==> src/rtl/user_input_conditioner.sv <==
// Purpose : front end of the washing controller; synchronizes and debounces raw panel
//           buttons, switches and the occupancy sensor, generates the ce time base and
//           turns button presses into reg_* request levels held in step with controller status.
// Latency : raw input to debounced level 2+DB_CYCLES cycles; request outputs are
//           registered one cycle after the FSM decision.
// Flow    : no backpressure; requests are held until stt_using acknowledges or releases them.
// Ports   : clk, reset (sync, active-high); btn_user, btn_spray, sns_wash_using and
//           sw_* raw asynchronous inputs; stt_ready/stt_using controller status;
//           ce time-base pulse; reg_* request and config levels to the controller.
// Option  : define USER_TIMEOUT_EN to let a pending user request expire after USER_TIMEOUT ce ticks.
module user_input_conditioner #(
  parameter int CE_DIV       = 1000000,
  parameter int DB_CYCLES    = 20000,
  parameter int USER_TIMEOUT = 30
) (
  input  logic clk,
  input  logic reset,
  input  logic btn_user,
  input  logic btn_spray,
  input  logic sns_wash_using,
  input  logic sw_sp_dr_auto,
  input  logic sw_spray_mode,
  input  logic sw_auto_dis,
  input  logic sw_de_ur,
  input  logic stt_ready,
  input  logic stt_using,
  output logic ce,
  output logic reg_user_en,
  output logic reg_wash_using,
  output logic reg_spray_en,
  output logic reg_sp_dr_auto_en,
  output logic reg_spray_mode,
  output logic reg_auto_dis_en,
  output logic reg_de_ur
);

  localparam int NIN  = 7;
  localparam int CE_W = (CE_DIV > 1) ? $clog2(CE_DIV) : 1;
  localparam int DB_W = (DB_CYCLES > 1) ? $clog2(DB_CYCLES) : 1;

  typedef enum logic [1:0] {
    REQ_IDLE,
    REQ_USER_PEND,
    REQ_IN_USE,
    REQ_FLUSH_PEND
  } req_state_t;

  // bit 0 user, 1 spray, 2 occupancy, 3..6 config switches
  logic [NIN-1:0]  w_raw;
  logic [NIN-1:0]  r_sync1;
  logic [NIN-1:0]  r_sync2;
  logic [NIN-1:0]  r_deb;
  logic [DB_W-1:0] r_db_cnt [NIN];
  logic [1:0]      r_btn_prev;
  logic [CE_W-1:0] r_ce_cnt;
  logic            r_ce;
  logic [3:0]      r_cfg;
  req_state_t      r_state;
  req_state_t      w_state_nxt;
  logic            r_user_en;
  logic            r_spray_en;
  logic            w_user_press;
  logic            w_spray_press;
  logic            w_to_hit;

  assign w_raw = {sw_de_ur, sw_auto_dis, sw_spray_mode, sw_sp_dr_auto,
                  sns_wash_using, btn_spray, btn_user};

  // Two-flop synchronizer followed by one debounce counter per input.
  always_ff @(posedge clk) begin
    if (reset) begin
      r_sync1 <= '0;
      r_sync2 <= '0;
      r_deb   <= '0;
      for (int i = 0; i < NIN; i++) r_db_cnt[i] <= '0;
    end else begin
      r_sync1 <= w_raw;
      r_sync2 <= r_sync1;
      for (int i = 0; i < NIN; i++) begin
        if (r_sync2[i] == r_deb[i]) begin
          r_db_cnt[i] <= '0;
        end else if (r_db_cnt[i] == DB_W'(DB_CYCLES - 1)) begin
          // mismatch has now persisted DB_CYCLES cycles: accept the new level
          r_deb[i]    <= ~r_deb[i];
          r_db_cnt[i] <= '0;
        end else begin
          r_db_cnt[i] <= r_db_cnt[i] + DB_W'(1);
        end
      end
    end
  end

  // One press event per rising edge of a debounced button.
  always_ff @(posedge clk) begin
    if (reset) r_btn_prev <= '0;
    else       r_btn_prev <= r_deb[1:0];
  end

  assign w_user_press  = r_deb[0] & ~r_btn_prev[0];
  assign w_spray_press = r_deb[1] & ~r_btn_prev[1];

  // Free-running time base; ce is registered so it rises CE_DIV cycles after reset.
  always_ff @(posedge clk) begin
    if (reset) begin
      r_ce_cnt <= '0;
      r_ce     <= 1'b0;
    end else begin
      r_ce <= (r_ce_cnt == CE_W'(CE_DIV - 1));
      if (r_ce_cnt == CE_W'(CE_DIV - 1)) r_ce_cnt <= '0;
      else                               r_ce_cnt <= r_ce_cnt + CE_W'(1);
    end
  end

  // Config follows the switches only while the controller is idle, frozen for a wash cycle.
  always_ff @(posedge clk) begin
    if (reset)          r_cfg <= '0;
    else if (stt_ready) r_cfg <= r_deb[6:3];
  end

`ifdef USER_TIMEOUT_EN
  localparam int TO_W = $clog2(USER_TIMEOUT + 1);
  logic [TO_W-1:0] r_to_cnt;

  // Counts ce ticks spent waiting in REQ_USER_PEND; zero whenever idle so each request starts fresh.
  always_ff @(posedge clk) begin
    if (reset || r_state == REQ_IDLE) begin
      r_to_cnt <= '0;
    end else if (r_state == REQ_USER_PEND && !stt_using && r_ce &&
                 r_to_cnt != TO_W'(USER_TIMEOUT)) begin
      r_to_cnt <= r_to_cnt + TO_W'(1);
    end
  end

  assign w_to_hit = r_ce && (r_to_cnt == TO_W'(USER_TIMEOUT - 1));
`else
  assign w_to_hit = 1'b0;
`endif

  always_ff @(posedge clk) begin
    if (reset) r_state <= REQ_IDLE;
    else       r_state <= w_state_nxt;
  end

  always_comb begin
    w_state_nxt = r_state;
    case (r_state)
      REQ_IDLE:       if (w_user_press && stt_ready) w_state_nxt = REQ_USER_PEND;
      // stt_using is tested first so it wins over a simultaneous timeout
      REQ_USER_PEND:  if (stt_using)      w_state_nxt = REQ_IN_USE;
                      else if (w_to_hit)  w_state_nxt = REQ_IDLE;
      // leaving use takes priority over a spray press in the same cycle
      REQ_IN_USE:     if (!stt_using)     w_state_nxt = REQ_IDLE;
                      else if (w_spray_press) w_state_nxt = REQ_FLUSH_PEND;
      REQ_FLUSH_PEND: if (!stt_using)     w_state_nxt = REQ_IDLE;
      default:        w_state_nxt = REQ_IDLE;
    endcase
  end

  always_ff @(posedge clk) begin
    if (reset) begin
      r_user_en  <= 1'b0;
      r_spray_en <= 1'b0;
    end else begin
      r_user_en  <= (w_state_nxt == REQ_USER_PEND);
      r_spray_en <= (w_state_nxt == REQ_FLUSH_PEND);
    end
  end

  assign ce                = r_ce;
  assign reg_user_en       = r_user_en;
  assign reg_spray_en      = r_spray_en;
  assign reg_wash_using    = r_deb[2];
  assign reg_sp_dr_auto_en = r_cfg[0];
  assign reg_spray_mode    = r_cfg[1];
  assign reg_auto_dis_en   = r_cfg[2];
  assign reg_de_ur         = r_cfg[3];

endmodule

==> config.mk <==
export PLATFORM = sky130hd
export DESIGN_NAME = user_input_conditioner
export DESIGN_NICKNAME = d
export VERILOG_FILES = /design/src/rtl/user_input_conditioner.sv
export SDC_FILE = /design/constraint.sdc
export NUM_CORES = 1
export LEC_CHECK = 0
export ABC_AREA = 1
export CELL_PAD_IN_SITES_DETAIL_PLACEMENT = 1
export CELL_PAD_IN_SITES_GLOBAL_PLACEMENT = 1
export CORE_ASPECT_RATIO = 1.75
export CORE_MARGIN = 3
export CORE_UTILIZATION = 45
export CTS_CLUSTER_SIZE = 8
export DETAILED_ROUTE_END_ITERATION = 10
export PLACE_DENSITY_LB_ADDON = 0.1
export SLEW_MARGIN = 30
export SYNTH_ARGS = -nofsm -noshare
export SYNTH_HDL_FRONTEND = slang
export SYNTH_SLANG_ARGS = --single-unit
export TNS_END_PERCENT = 100
==> constraint.sdc <==
create_clock -name clk -period 3.1 [get_ports clk]
set_clock_uncertainty 0.1 [all_clocks]
set_input_delay 0.62 -clock clk [delete_from_list [all_inputs] [get_ports clk]]
set_output_delay 0.62 -clock clk [all_outputs]
set_load 0.005 [all_outputs]
==> flow_summary_export.csv <==
group,metric,value,unit
synth,yosysUniqueCellTypes,34,
floorplan,row_count,65,
floorplan,die_area,20400,sq um
detailed_routing,drt-total-wl,19100,um
clock_tree,cts_setup_buffers,0,
synth,synth_xor_area_frac,0.0354,
finish,num-fill-cells,2317,
power_and_ir_drop,internal_power,3660,uW
clock_tree,ctsResizeCount,0,
run_status,run_status,"completed",
placement,place.gp.congestion,0.807,
synth,synth_top_family_by_area,"simple AND/OR/NAND/NOR gates",
detailed_routing,vias,6980,
synth,ys_warn_count,0,
synth,synth_top_area_cell,"edfxtp_1",
clock_tree,holdBufCountCts,0,
clock_tree,path_clk_slew,0.07,ns
worst_setup_path,crit_path_start_kind,"register",
global_route,grt_pass1_wl,33800,um
worst_setup_path,cp.arrival,1.39,ns
sta,setup_viol,0,
sta,worst_pin_slew,0.666,ns
worst_setup_path,worstSetupPathType,"register to primary output",
power_and_ir_drop,ir_drop,0.352,mV
worst_hold_path,hold_path_class,"register to register",
finish,drive_above_1_share,0.0833,
synth,synth-seq-cells,157,
finish,seq_area,4190,sq um
worst_setup_path,critical_path.cell_chain,"clkdlybuf4s50_1",
sta,min_period_over_period,0.682,
sta,rsz0062_at_grt,"no",
sta,hold_viol,0,
worst_setup_path,crit_slowest_cell,"clkdlybuf4s50_1",
finish,multi_input_area,3970,sq um
power_and_ir_drop,clkPwrFrac,0.455,
finish,area_growth,16.1,%
floorplan,die_w,109,um
detailed_routing,drt_iter0_drc,201,
clock_tree,cts_sinks,157,
placement,dpl.hpwl,14600,um
sta,slew_violations,0,
clock_tree,clk_path_buf_depth,2,
power_and_ir_drop,power_density,485,nW/um^2
synth,netlist_top_cells_area,"edfxtp_1 38%, dfxtp_1 12%, nand2_1 8.6%, nor2_1 7.6%, inv_1 5.9%",
worst_setup_path,worst-path-buf-inv,1,
floorplan,start_util,0.462,
synth,synth-adder-area-share,0.0119,
worst_setup_path,required,2.38,ns
synth,synth-simple-area-share,0.303,
sta,tns,0,ns
floorplan,die_h,187,um
synth,synth-seq-area-share,0.499,
finish,fin_util,0.536,
synth,syn_inst,1023,
synth,synthMuxAreaShare,0,
clock_tree,htreeDepth,4,
global_route,antenna_found_initial,0,
clock_tree,cts-root-buf,"clkbuf_16",
clock_tree,cts-buffers-inserted,17,
global_route,overflow,0,
sta,fin_crit,2.11,ns
finish,fin_nets,1171,
clock_tree,insertion_delay,0.42,ns
power_and_ir_drop,combPwrFrac,0.045,
worst_setup_path,critPathMaxStageDelay,0.57,ns
placement,port_buffers,18,
worst_setup_path,critPathMaxFanout,4,
global_route,grtUsageTotal,0.203,
run,maxCapViolations,0,
global_route,grt_pass1_vias,7656,
detailed_routing,vias_per_cell,4.99,
finish,final_common_cell,"nand2_1",
finish,diodes,0,
worst_setup_path,crit_family,"buffers and inverters",
worst_setup_path,worstSetupEndpointType,"primary output",
floorplan,io_pins,19,
finish,mostFrequentLayoutCells,"193 x nand2_1, 171 x nor2_1, 132 x inv_1, 105 x edfxtp_1, 105 x conb_1",
detailed_routing,wl_per_cell,13.6,um
clock_tree,cts_tree,"built",
global_route,grt_max_degree,22,
synth,synth_compound_area_frac,0.0756,
synth,synth_top_area_frac,0.375,
power_and_ir_drop,p_sw,1070,uW
sta,max_freq,0.473,GHz
detailed_routing,postRouteAntennaNets,0,
power_and_ir_drop,seqPwrFrac,0.500,
sta,slew_headroom,0.555,
synth,netlist_area,8410,sq um
detailed_routing,drc_errors,0,
power_and_ir_drop,netSwitchingFraction,0.227,
floorplan,design.core.area,18200,sq um
worst_setup_path,reg2reg_slack,1.01,ns
power_and_ir_drop,leakagePower,0.00375,uW
synth,avgSynthCellArea,8.22,sq um
detailed_routing,dr.pass1.iters,4,
per-layer routing:
metal,vias up,part of all wire,track usage
met5,-,0,0
met3,41,0.022,0.0370
met1,3338,0.37,0.202
li1,3525,-,-
met2,76,0.57,0.396
met4,0,0.028,0.0802
metrics by stage:
stage / std cells / instance area [sq um] / power (uW) / setup slack, ns / hold slack (ns)
floorplan: 1127 / 8800 / 2560 / 1.43 / 0.288
global placement: 1367 / 9150 / 2620 / 0.664 / 0.291
detailed placement: 1367 / 9150 / 2630 / 0.628 / 0.303
CTS: 1399 / 9760 / 4790 / 0.926 / 0.314
global route: 1399 / 9760 / 4930 / 0.778 / 0.332
finish: 1399 / 9760 / 4740 / 0.987 / 0.308
path summary, 6_finish.rpt:
| path | end | cells after the start | startpoint |
|---|---|---|---|
| max | reg_wash_using | 1 | r_deb[2] |
| min | r_sync2[1] | 2 | r_sync1[1] |
| max reg2reg | r_ce_cnt[18] | 6 | r_ce_cnt[0] |
| min reg2reg | r_sync2[1] | 2 | r_sync1[1] |
cell usage after synthesis:
| master | count |
|---|---|
| nor2_2 | 18 |
| buf_6 | 9 |
| o21ai_2 | 3 |
| nor3_2 | 3 |
| inv_2 | 2 |
| a21oi_2 | 21 |
| ha_1 | 8 |
| nand2_2 | 8 |
| o21ai_1 | 2 |
| xnor2_1 | 9 |
| conb_1 | 1 |
| nand3_2 | 4 |
| nor2_1 | 171 |
| buf_2 | 1 |
| o21bai_1 | 2 |
| nand2_1 | 193 |
| or2_2 | 2 |
| nor4_1 | 1 |
| nor3_1 | 47 |
| nand3b_1 | 5 |
| a21oi_1 | 53 |
| nor2_4 | 3 |
| or2_0 | 7 |
| dfxtp_1 | 52 |
| nand3_1 | 70 |
| clkbuf_1 | 1 |
| edfxtp_1 | 105 |
| clkinv_2 | 1 |
| nand4_1 | 36 |
| o21ai_0 | 24 |
| xor2_1 | 25 |
| buf_4 | 2 |
| o21a_1 | 2 |
| inv_1 | 132 |
tightest hold or removal path: stages, from the launching register on:
cell	delay, ns
dfxtp_1	0.30
inv_1	0.04
nor2_1	0.03
cells by family (layout without fill, tap and decap cells):
logic type | after synthesis | after routing
other cells | 1 | 105
simple gates | 568 | 568
buf+inv | 148 | 186
fa+ha+maj | 8 | 8
compound gates | 107 | 107
flops | 157 | 157
xor+xnor | 34 | 34
registers in the layout, indices dropped and copies added, names as in the netlist:
signal,cells
ce,1
r_btn_prev,2
r_ce_cnt,20
r_cfg,4
r_db_cnt,105
r_deb,7
r_state,2
r_sync1,7
r_sync2,7
reg_spray_en,1
reg_user_en,1
power groups by stage:
stage          clock [uW]  sequential (uW)  combinational [uW]
2_1_floorplan           0             2390                 162
3_3_place_gp            0             2410                 204
3_5_place_dp            0             2420                 210
4_1_cts              2210             2370                 213
5_1_grt              2300             2380                 252
6_report             2150             2370                 213
cell type report:
cell class | instances | share of cell area
sequential | 157 | 0.430
clock inverter | 14 | 0.0172
clock buffer | 18 | 0.0450
multi-input combinational | 822 | 0.407
inverter | 135 | 0.0520
timing repair buffer | 19 | 0.0192
tap | 234 | 0.0300
Note: power is estimated with default switching activity, not from simulation.
